**config.mk**
```make
export PLATFORM = sky130hd
export DESIGN_NAME = control_pipeline
export DESIGN_NICKNAME = d
export VERILOG_FILES = /design/src/rtl/riscv_pkg.sv /design/src/rtl/forwarding_unit.sv /design/src/rtl/control_pipeline.sv
export SDC_FILE = /design/constraint.sdc
export NUM_CORES = 1
export LEC_CHECK = 0
export BUFFER_PORTS_ARGS = -buffer_cell sky130_fd_sc_hd__clkbuf_2
export CORE_UTILIZATION = 25
export DETAILED_ROUTE_END_ITERATION = 16
export HOLD_SLACK_MARGIN = 0.02
export PLACE_DENSITY_LB_ADDON = 0.25
export SYNTH_ARGS = -nofsm -noshare
export SYNTH_HDL_FRONTEND = slang
export SYNTH_SLANG_ARGS = --single-unit
```
**constraint.sdc**
```tcl
create_clock -name clk -period 2.6 [get_ports clk]
set_clock_uncertainty 0.1 [all_clocks]
set_input_delay 0.52 -clock clk [delete_from_list [all_inputs] [get_ports clk]]
set_output_delay 0.52 -clock clk [all_outputs]
set_load 0.05 [all_outputs]
```
**src/rtl/riscv_pkg.sv**
```systemverilog
// Shared definitions for the 5-stage RISC-V control path: opcodes, ALU
// class encodings, forwarding selects and the per-instruction control bundle.
package riscv_pkg;

  // Major opcodes recognised by the ID-stage decoder
  localparam logic [6:0] OP_ALU_R     = 7'b0110011;
  localparam logic [6:0] OP_ALU_I     = 7'b0010011;
  localparam logic [6:0] OP_BRANCH_EQ = 7'b1100011;
  localparam logic [6:0] OP_JUMP      = 7'b1101111;
  localparam logic [6:0] OP_LOAD      = 7'b0000011;
  localparam logic [6:0] OP_STORE     = 7'b0100011;

  // ALU class handed to the ALU controller
  localparam logic [1:0] ALU_OP_ADD    = 2'b00;
  localparam logic [1:0] ALU_OP_SUB    = 2'b01;
  localparam logic [1:0] ALU_OP_R_TYPE = 2'b10;

  // ALU operand source selects
  localparam logic [1:0] FWD_RF     = 2'b00;
  localparam logic [1:0] FWD_EX_MEM = 2'b10;
  localparam logic [1:0] FWD_MEM_WB = 2'b01;

  // Control bundle produced by the decoder for one instruction
  typedef struct packed {
    logic [1:0] alu_op;
    logic       alu_src;
    logic       branch;
    logic       mem_read;
    logic       mem_write;
    logic       mem_2_reg;
    logic       reg_write;
    logic       jump;
  } ctrl_t;

  localparam ctrl_t CTRL_BUBBLE = '0;

endpackage

```
**src/rtl/forwarding_unit.sv**
```systemverilog
// EX-stage operand forwarding select.
// Inputs : EX/MEM and MEM/WB reg_write + rd, source registers of the EX instruction.
// Outputs: o_forward_a / o_forward_b (00 = regfile, 10 = EX/MEM, 01 = MEM/WB).
// Purely combinational.
module forwarding_unit
  import riscv_pkg::*;
#(
  parameter int unsigned REG_ADDR_W = 5
) (
  input  logic                  i_ex_mem_reg_write,
  input  logic [REG_ADDR_W-1:0] i_ex_mem_rd,
  input  logic                  i_mem_wb_reg_write,
  input  logic [REG_ADDR_W-1:0] i_mem_wb_rd,
  input  logic [REG_ADDR_W-1:0] i_rs1_ex,
  input  logic [REG_ADDR_W-1:0] i_rs2_ex,
  output logic [1:0]            o_forward_a,
  output logic [1:0]            o_forward_b
);

  logic w_ex_mem_valid;
  logic w_mem_wb_valid;

  // x0 is hardwired to zero, so a write to it is never a producer
  assign w_ex_mem_valid = i_ex_mem_reg_write && (i_ex_mem_rd != '0);
  assign w_mem_wb_valid = i_mem_wb_reg_write && (i_mem_wb_rd != '0);

  // Younger producer (EX/MEM) takes priority over MEM/WB
  always_comb begin
    o_forward_a = FWD_RF;
    o_forward_b = FWD_RF;

    if (w_ex_mem_valid && (i_ex_mem_rd == i_rs1_ex)) begin
      o_forward_a = FWD_EX_MEM;
    end else if (w_mem_wb_valid && (i_mem_wb_rd == i_rs1_ex)) begin
      o_forward_a = FWD_MEM_WB;
    end

    if (w_ex_mem_valid && (i_ex_mem_rd == i_rs2_ex)) begin
      o_forward_b = FWD_EX_MEM;
    end else if (w_mem_wb_valid && (i_mem_wb_rd == i_rs2_ex)) begin
      o_forward_b = FWD_MEM_WB;
    end
  end

endmodule

```
**src/rtl/control_pipeline.sv**
```systemverilog
// Pipelined control state for the 5-stage RISC-V datapath.
// Carries the decoder control bundle and register addresses through ID/EX,
// EX/MEM and MEM/WB; detects load-use hazards, applies branch/jump flushes
// and selects EX-stage forwarding.
// Inputs : clk, rst (sync, active-high), decoder bundle *_id, rs1/rs2/rd_id, flush_i.
// Outputs: ID/EX (*_ex), EX/MEM (*_mem), MEM/WB (*_wb) contents (registered);
//          forward_a/b, pc_write, if_id_write, if_id_flush (combinational).
module control_pipeline
  import riscv_pkg::*;
#(
  parameter int unsigned REG_ADDR_W = 5
) (
  input  logic                  clk,
  input  logic                  rst,
  input  logic [1:0]            alu_op_id,
  input  logic                  alu_src_id,
  input  logic                  branch_id,
  input  logic                  mem_read_id,
  input  logic                  mem_write_id,
  input  logic                  mem_2_reg_id,
  input  logic                  reg_write_id,
  input  logic                  jump_id,
  input  logic [REG_ADDR_W-1:0] rs1_id,
  input  logic [REG_ADDR_W-1:0] rs2_id,
  input  logic [REG_ADDR_W-1:0] rd_id,
  input  logic                  flush_i,
  output logic [1:0]            alu_op_ex,
  output logic                  alu_src_ex,
  output logic [REG_ADDR_W-1:0] rs1_ex,
  output logic [REG_ADDR_W-1:0] rs2_ex,
  output logic                  branch_mem,
  output logic                  jump_mem,
  output logic                  mem_read_mem,
  output logic                  mem_write_mem,
  output logic                  mem_2_reg_wb,
  output logic                  reg_write_wb,
  output logic [REG_ADDR_W-1:0] rd_wb,
  output logic [1:0]            forward_a,
  output logic [1:0]            forward_b,
  output logic                  pc_write,
  output logic                  if_id_write,
  output logic                  if_id_flush
);

  // ID/EX
  ctrl_t                 r_id_ex_ctrl;
  logic [REG_ADDR_W-1:0] r_id_ex_rs1;
  logic [REG_ADDR_W-1:0] r_id_ex_rs2;
  logic [REG_ADDR_W-1:0] r_id_ex_rd;

  // EX/MEM: only the fields still consumed downstream
  logic                  r_ex_mem_branch;
  logic                  r_ex_mem_jump;
  logic                  r_ex_mem_mem_read;
  logic                  r_ex_mem_mem_write;
  logic                  r_ex_mem_mem_2_reg;
  logic                  r_ex_mem_reg_write;
  logic [REG_ADDR_W-1:0] r_ex_mem_rd;

  // MEM/WB
  logic                  r_mem_wb_mem_2_reg;
  logic                  r_mem_wb_reg_write;
  logic [REG_ADDR_W-1:0] r_mem_wb_rd;

  ctrl_t w_id_ctrl;
  logic  w_load_use;
  logic  w_stall;

  // Pack the decoder bits into the bundle
  always_comb begin
    w_id_ctrl           = CTRL_BUBBLE;
    w_id_ctrl.alu_op    = alu_op_id;
    w_id_ctrl.alu_src   = alu_src_id;
    w_id_ctrl.branch    = branch_id;
    w_id_ctrl.mem_read  = mem_read_id;
    w_id_ctrl.mem_write = mem_write_id;
    w_id_ctrl.mem_2_reg = mem_2_reg_id;
    w_id_ctrl.reg_write = reg_write_id;
    w_id_ctrl.jump      = jump_id;
  end

  // Load-use hazard; a flush discards the dependent instruction anyway,
  // so it suppresses the stall and lets the front end redirect
  always_comb begin
    w_load_use  = r_id_ex_ctrl.mem_read && (r_id_ex_rd != '0) &&
                  ((r_id_ex_rd == rs1_id) || (r_id_ex_rd == rs2_id));
    w_stall     = w_load_use && !flush_i;
    pc_write    = !w_stall;
    if_id_write = !w_stall;
    if_id_flush = flush_i;
  end

  // Stage registers; reset overrides both stall and flush
  always_ff @(posedge clk) begin
    if (rst) begin
      r_id_ex_ctrl       <= CTRL_BUBBLE;
      r_id_ex_rs1        <= '0;
      r_id_ex_rs2        <= '0;
      r_id_ex_rd         <= '0;
      r_ex_mem_branch    <= 1'b0;
      r_ex_mem_jump      <= 1'b0;
      r_ex_mem_mem_read  <= 1'b0;
      r_ex_mem_mem_write <= 1'b0;
      r_ex_mem_mem_2_reg <= 1'b0;
      r_ex_mem_reg_write <= 1'b0;
      r_ex_mem_rd        <= '0;
      r_mem_wb_mem_2_reg <= 1'b0;
      r_mem_wb_reg_write <= 1'b0;
      r_mem_wb_rd        <= '0;
    end else begin
      if (flush_i || w_stall) begin
        r_id_ex_ctrl <= CTRL_BUBBLE;
        r_id_ex_rs1  <= '0;
        r_id_ex_rs2  <= '0;
        r_id_ex_rd   <= '0;
      end else begin
        r_id_ex_ctrl <= w_id_ctrl;
        r_id_ex_rs1  <= rs1_id;
        r_id_ex_rs2  <= rs2_id;
        r_id_ex_rd   <= rd_id;
      end

      // Instructions younger than the resolving branch/jump are squashed
      if (flush_i) begin
        r_ex_mem_branch    <= 1'b0;
        r_ex_mem_jump      <= 1'b0;
        r_ex_mem_mem_read  <= 1'b0;
        r_ex_mem_mem_write <= 1'b0;
        r_ex_mem_mem_2_reg <= 1'b0;
        r_ex_mem_reg_write <= 1'b0;
        r_ex_mem_rd        <= '0;
      end else begin
        r_ex_mem_branch    <= r_id_ex_ctrl.branch;
        r_ex_mem_jump      <= r_id_ex_ctrl.jump;
        r_ex_mem_mem_read  <= r_id_ex_ctrl.mem_read;
        r_ex_mem_mem_write <= r_id_ex_ctrl.mem_write;
        r_ex_mem_mem_2_reg <= r_id_ex_ctrl.mem_2_reg;
        r_ex_mem_reg_write <= r_id_ex_ctrl.reg_write;
        r_ex_mem_rd        <= r_id_ex_rd;
      end

      // The resolving branch/jump itself always retires
      r_mem_wb_mem_2_reg <= r_ex_mem_mem_2_reg;
      r_mem_wb_reg_write <= r_ex_mem_reg_write;
      r_mem_wb_rd        <= r_ex_mem_rd;
    end
  end

  forwarding_unit #(
    .REG_ADDR_W (REG_ADDR_W)
  ) u_forwarding_unit (
    .i_ex_mem_reg_write (r_ex_mem_reg_write),
    .i_ex_mem_rd        (r_ex_mem_rd),
    .i_mem_wb_reg_write (r_mem_wb_reg_write),
    .i_mem_wb_rd        (r_mem_wb_rd),
    .i_rs1_ex           (r_id_ex_rs1),
    .i_rs2_ex           (r_id_ex_rs2),
    .o_forward_a        (forward_a),
    .o_forward_b        (forward_b)
  );

  assign alu_op_ex     = r_id_ex_ctrl.alu_op;
  assign alu_src_ex    = r_id_ex_ctrl.alu_src;
  assign rs1_ex        = r_id_ex_rs1;
  assign rs2_ex        = r_id_ex_rs2;
  assign branch_mem    = r_ex_mem_branch;
  assign jump_mem      = r_ex_mem_jump;
  assign mem_read_mem  = r_ex_mem_mem_read;
  assign mem_write_mem = r_ex_mem_mem_write;
  assign mem_2_reg_wb  = r_mem_wb_mem_2_reg;
  assign reg_write_wb  = r_mem_wb_reg_write;
  assign rd_wb         = r_mem_wb_rd;

endmodule

```
==> flow_summary.html <==
<table>
<tr><th>Metric</th><th>Value</th></tr>
<tr><th colspan="2">Outcome</th></tr>
<tr><td>Outcome</td><td>finished clean</td></tr>
<tr><th colspan="2">Route</th></tr>
<tr><td>Total vias in the final route</td><td>1,289</td></tr>
<tr><td>Post-detailed-route count of antenna-violating nets</td><td>0</td></tr>
<tr><td>Drt first pass iters</td><td>4</td></tr>
<tr><td>Total Routed Length</td><td>3.770 mm</td></tr>
<tr><td>Per-cell via count in the routed design</td><td>4.199</td></tr>
<tr><td>DRC</td><td>0</td></tr>
<tr><td>Average routed wire per standard cell</td><td>between 10 and 15 um</td></tr>
<tr><td>Drt first-iter violations</td><td>25</td></tr>
<tr><th colspan="2">Yosys</th></tr>
<tr><td>Synth top area share</td><td>between 50% and 60%</td></tr>
<tr><td>Number of enable-type register cells in the synthesized netlist</td><td>0</td></tr>
<tr><td>Number of nets in the synthesized netlist</td><td>roughly 200</td></tr>
<tr><td>Asr flop ratio synth</td><td>0%</td></tr>
<tr><td>Sequential element share of the synthesized area</td><td>50.87%</td></tr>
<tr><td>Post-synthesis area per instance</td><td>between 9 and 10 um^2</td></tr>
<tr><td>Top cells by area in the synthesized netlist</td><td>dfxtp_1, xnor2_1, xor2_1, a21oi_1, nand2_1</td></tr>
<tr><td>Number of storage elements in the synthesis netlist</td><td>42</td></tr>
<tr><td>Cell accounting for the most synthesized area</td><td>dfxtp_1</td></tr>
<tr><td>Number of instances in the synthesized netlist</td><td>170</td></tr>
<tr><td>Dominant register cell in the synthesized netlist</td><td>dfxtp_1</td></tr>
<tr><td>Number of warnings issued by yosys</td><td>0</td></tr>
<tr><td>Most frequent cells after synthesis</td><td>dfxtp_1, nand2_1, a21oi_1, xnor2_1, xor2_1</td></tr>
<tr><td>Number of different library cells in the post-synthesis netlist</td><td>22</td></tr>
<tr><td>Most common cell in the synthesized netlist</td><td>dfxtp_1</td></tr>
<tr><td>Netlist Area Pre-Place</td><td>1653 um^2</td></tr>
<tr><th colspan="2">CTS</th></tr>
<tr><td>Number of buffers added to fix hold violations after cts</td><td>0</td></tr>
<tr><td>Maximum clock insertion buffer count</td><td>2</td></tr>
<tr><td>H-tree depth</td><td>2</td></tr>
<tr><td>Clock latency on the worst-skew pair</td><td>approximately 300 ps</td></tr>
<tr><td>Clock-pin slew of the registers on the worst-case setup and hold paths</td><td>90 ps</td></tr>
<tr><td>Number of CTS-inserted buffers</td><td>5</td></tr>
<tr><td>Library cell used as clock root buffer</td><td>clkbuf_8</td></tr>
<tr><td>Number of clock sinks</td><td>42</td></tr>
<tr><td>Clock tree from TritonCTS</td><td>done</td></tr>
<tr><th colspan="2">Setup path</th></tr>
<tr><td>Worst setup path class</td><td>flip-flop to output pin</td></tr>
<tr><td>Kind of end point of the critical path</td><td>output pin</td></tr>
<tr><td>Worst path required time</td><td>between 1500 and 2000 ps</td></tr>
<tr><td>Critical path cell sequence</td><td>or4_1 &gt; o21a_4 &gt; nand3b_1 &gt; buf_2</td></tr>
<tr><td>Kind of cell adding the most delay to the critical path</td><td>simple AND/OR/NAND/NOR gates</td></tr>
<tr><td>Slowest CP cell</td><td>or4_1</td></tr>
<tr><td>Critical Path Max Stage Delay</td><td>around 540 ps</td></tr>
<tr><td>Category of the worst setup path launch point</td><td>flip-flop</td></tr>
<tr><td>Data arrival time of the critical path</td><td>~1900 ps</td></tr>
<tr><td>CP max FO</td><td>25</td></tr>
<tr><td>Buf+Inv Stages, Crit Path</td><td>1</td></tr>
<tr><th colspan="2">Timing</th></tr>
<tr><td>Top achievable clock speed</td><td>0.3939 GHz</td></tr>
<tr><td>Worst slew margin relative to its limit</td><td>80.03%</td></tr>
<tr><td>RSZ-0062 raised after global routing</td><td>yes</td></tr>
<tr><td>Final critical-path required period</td><td>2538 ps</td></tr>
<tr><td>Fin Setup TNS</td><td>0 ps</td></tr>
<tr><td>Final-layout worst hold slack</td><td>309.9 ps</td></tr>
<tr><td>Share of the cycle needed by the critical path after routing</td><td>97.63%</td></tr>
<tr><td>Slew at the pin closest to its max-slew limit</td><td>297.3 ps</td></tr>
<tr><td>Final setup viols</td><td>0</td></tr>
<tr><td>Count of endpoints failing hold in the final timing report</td><td>0</td></tr>
<tr><td>Final Max Tran Viols</td><td>0</td></tr>
<tr><th colspan="2">Floorplanning</th></tr>
<tr><td>Starting density of the core</td><td>26.03%</td></tr>
<tr><td>FP Rows</td><td>29</td></tr>
<tr><td>Vert. Die Dim</td><td>83.31 um</td></tr>
<tr><td>Top-level port count</td><td>58</td></tr>
<tr><td>Core box area</td><td>6350 um^2</td></tr>
<tr><td>Die Area</td><td>6941 um^2</td></tr>
<tr><td>Die X</td><td>83.31 um</td></tr>
<tr><th colspan="2">Power and ir drop</th></tr>
<tr><td>Leakage power</td><td>1.006 nW</td></tr>
<tr><td>Cell area power density</td><td>574.0 nW/um^2</td></tr>
<tr><td>Total chip power</td><td>1.269 mW</td></tr>
<tr><td>IR drop worst, VDD</td><td>0.2084 mV</td></tr>
<tr><th colspan="2">Placement</th></tr>
<tr><td>Cell area after placement</td><td>2038 um^2</td></tr>
<tr><td>Input/output buffers</td><td>57</td></tr>
<tr><td>GP Congestion</td><td>roughly 0.78</td></tr>
<tr><td>HPWL reported at the end of detailed placement</td><td>around 2.8 mm</td></tr>
<tr><td>Placed Cells</td><td>around 300</td></tr>
<tr><th colspan="2">Finish</th></tr>
<tr><td>Proportion of layout cells with a drive suffix above 1</td><td>38.70%</td></tr>
<tr><td>Signed area change from the synthesized netlist to the final layout</td><td>33.76%</td></tr>
<tr><td>Filler cell count in the final layout</td><td>688</td></tr>
<tr><td>Post-layout net count</td><td>about 260</td></tr>
<tr><td>Largest Register</td><td>r_id_ex_ctrl</td></tr>
<tr><td>Multi-input logic area</td><td>809.5 um^2</td></tr>
<tr><td>Diode insertion count for antenna repair</td><td>0</td></tr>
<tr><td>Layout Cells excl Fill</td><td>between 300 and 400</td></tr>
<tr><td>Reg area</td><td>862.1 um^2</td></tr>
<tr><td>Number of flip-flops in the largest register</td><td>6</td></tr>
<tr><td>Area of all placed cells without fillers</td><td>2211 um^2</td></tr>
<tr><th colspan="2">GRT</th></tr>
<tr><td>Largest net degree at the start of global routing</td><td>36</td></tr>
<tr><td>Combined global-route utilization of all metal layers</td><td>11.34%</td></tr>
<tr><td>Total congestion overflow after global routing</td><td>0</td></tr>
<tr><td>Via count of the first global-routing pass</td><td>around 1,200</td></tr>
<tr><td>Global-route wire length before repair</td><td>approximately 6.1 mm</td></tr>
<tr><td>Initial antenna violation count</td><td>0</td></tr>
<tr><th colspan="2">Job</th></tr>
<tr><td>Max-cap violations</td><td>0</td></tr>
<tr><th colspan="2">Min path</th></tr>
<tr><td>Class of the most critical hold timing path</td><td>input port to flip-flop</td></tr>
</table>
metal layers:
metal	global-route usage (%)	share of wire (%)	up-vias
li1	-	-	670
met1	14.03	47	578
met2	17.36	45	37
met3	4.970	6.8	4
met4	4.232	0.98	0
met5	0	0	-
worst paths after layout:
check	from	to	slack [ps]	cells past startpoint
setup / recovery	r_id_ex_rd[1]	if_id_write	60	4
hold / removal	rd_id[3]	r_id_ex_rd[3]	310	3
setup reg to reg	r_id_ex_rd[4]	rs1_ex[4]	1030	5
hold reg to reg	r_id_ex_ctrl[5]	branch_mem	330	1
layout make-up:
| type | count | area share [%] |
|---|---|---|
| sequential | 42 | 38.99 |
| clock inverter | 2 | 0.5659 |
| timing repair buffer | 63 | 15.73 |
| clock buffer | 6 | 3.735 |
| multi-input combinational | 117 | 36.62 |
| tap | 77 | 4.358 |
kinds of logic after synthesis:
family / Yosys count / synth area share, %
flip-flops: 42 / 50.87
buffers and inverters: 11 / 4.466
AO/OA/AOI/OAI: 28 / 9.614
XOR/XNOR: 30 / 15.90
AND/OR/NAND/NOR: 59 / 19.15
per-stage QoR:
| stage | worst slack (ps) | utilization, % |
|---|---|---|
| after global routing | -24.25 | 34.82 |
| after detailed placement | 190.4 | 32.10 |
| after floorplan | 16.61 | - |
| after global placement | 219.2 | 32.10 |
| after CTS | 1.299 | 34.21 |
| final | 61.55 | 34.82 |
power breakdown:
| group | switching, mW | internal (mW) | total, mW | leakage [nW] |
|---|---|---|---|---|
| Clock | 0.225 | 0.213 | 0.439 | 0.0472 |
| Combinational | 0.0986 | 0.0568 | 0.155 | 0.611 |
| Sequential | 0.0178 | 0.657 | 0.675 | 0.348 |
| Total | 0.341 | 0.928 | 1.27 | 1.01 |
worst reg2reg max path: stages, from the launching register on:
cell and delay, ps:
dfxtp_1 430, xnor2_1 150, nand3_1 110, o22ai_2 230
buf_4 300, a21oi_1 120
layout by cell type (no fill, tap or decap), drive strengths merged, types with 5 or more instances in the layout:
cell type,count
xor2,14
or4,5
nor2b,7
and2,11
xnor2,16
buf,8
clkbuf,61
a21oi,24
dfxtp,42
nand2,26
repair_timing:
action,in CTS,in global routing
pin swaps,2,4
resized for setup,8,8
buffers inserted,1,3
setup endpoints to repair,2,4
(Power assumes the default switching activity.)
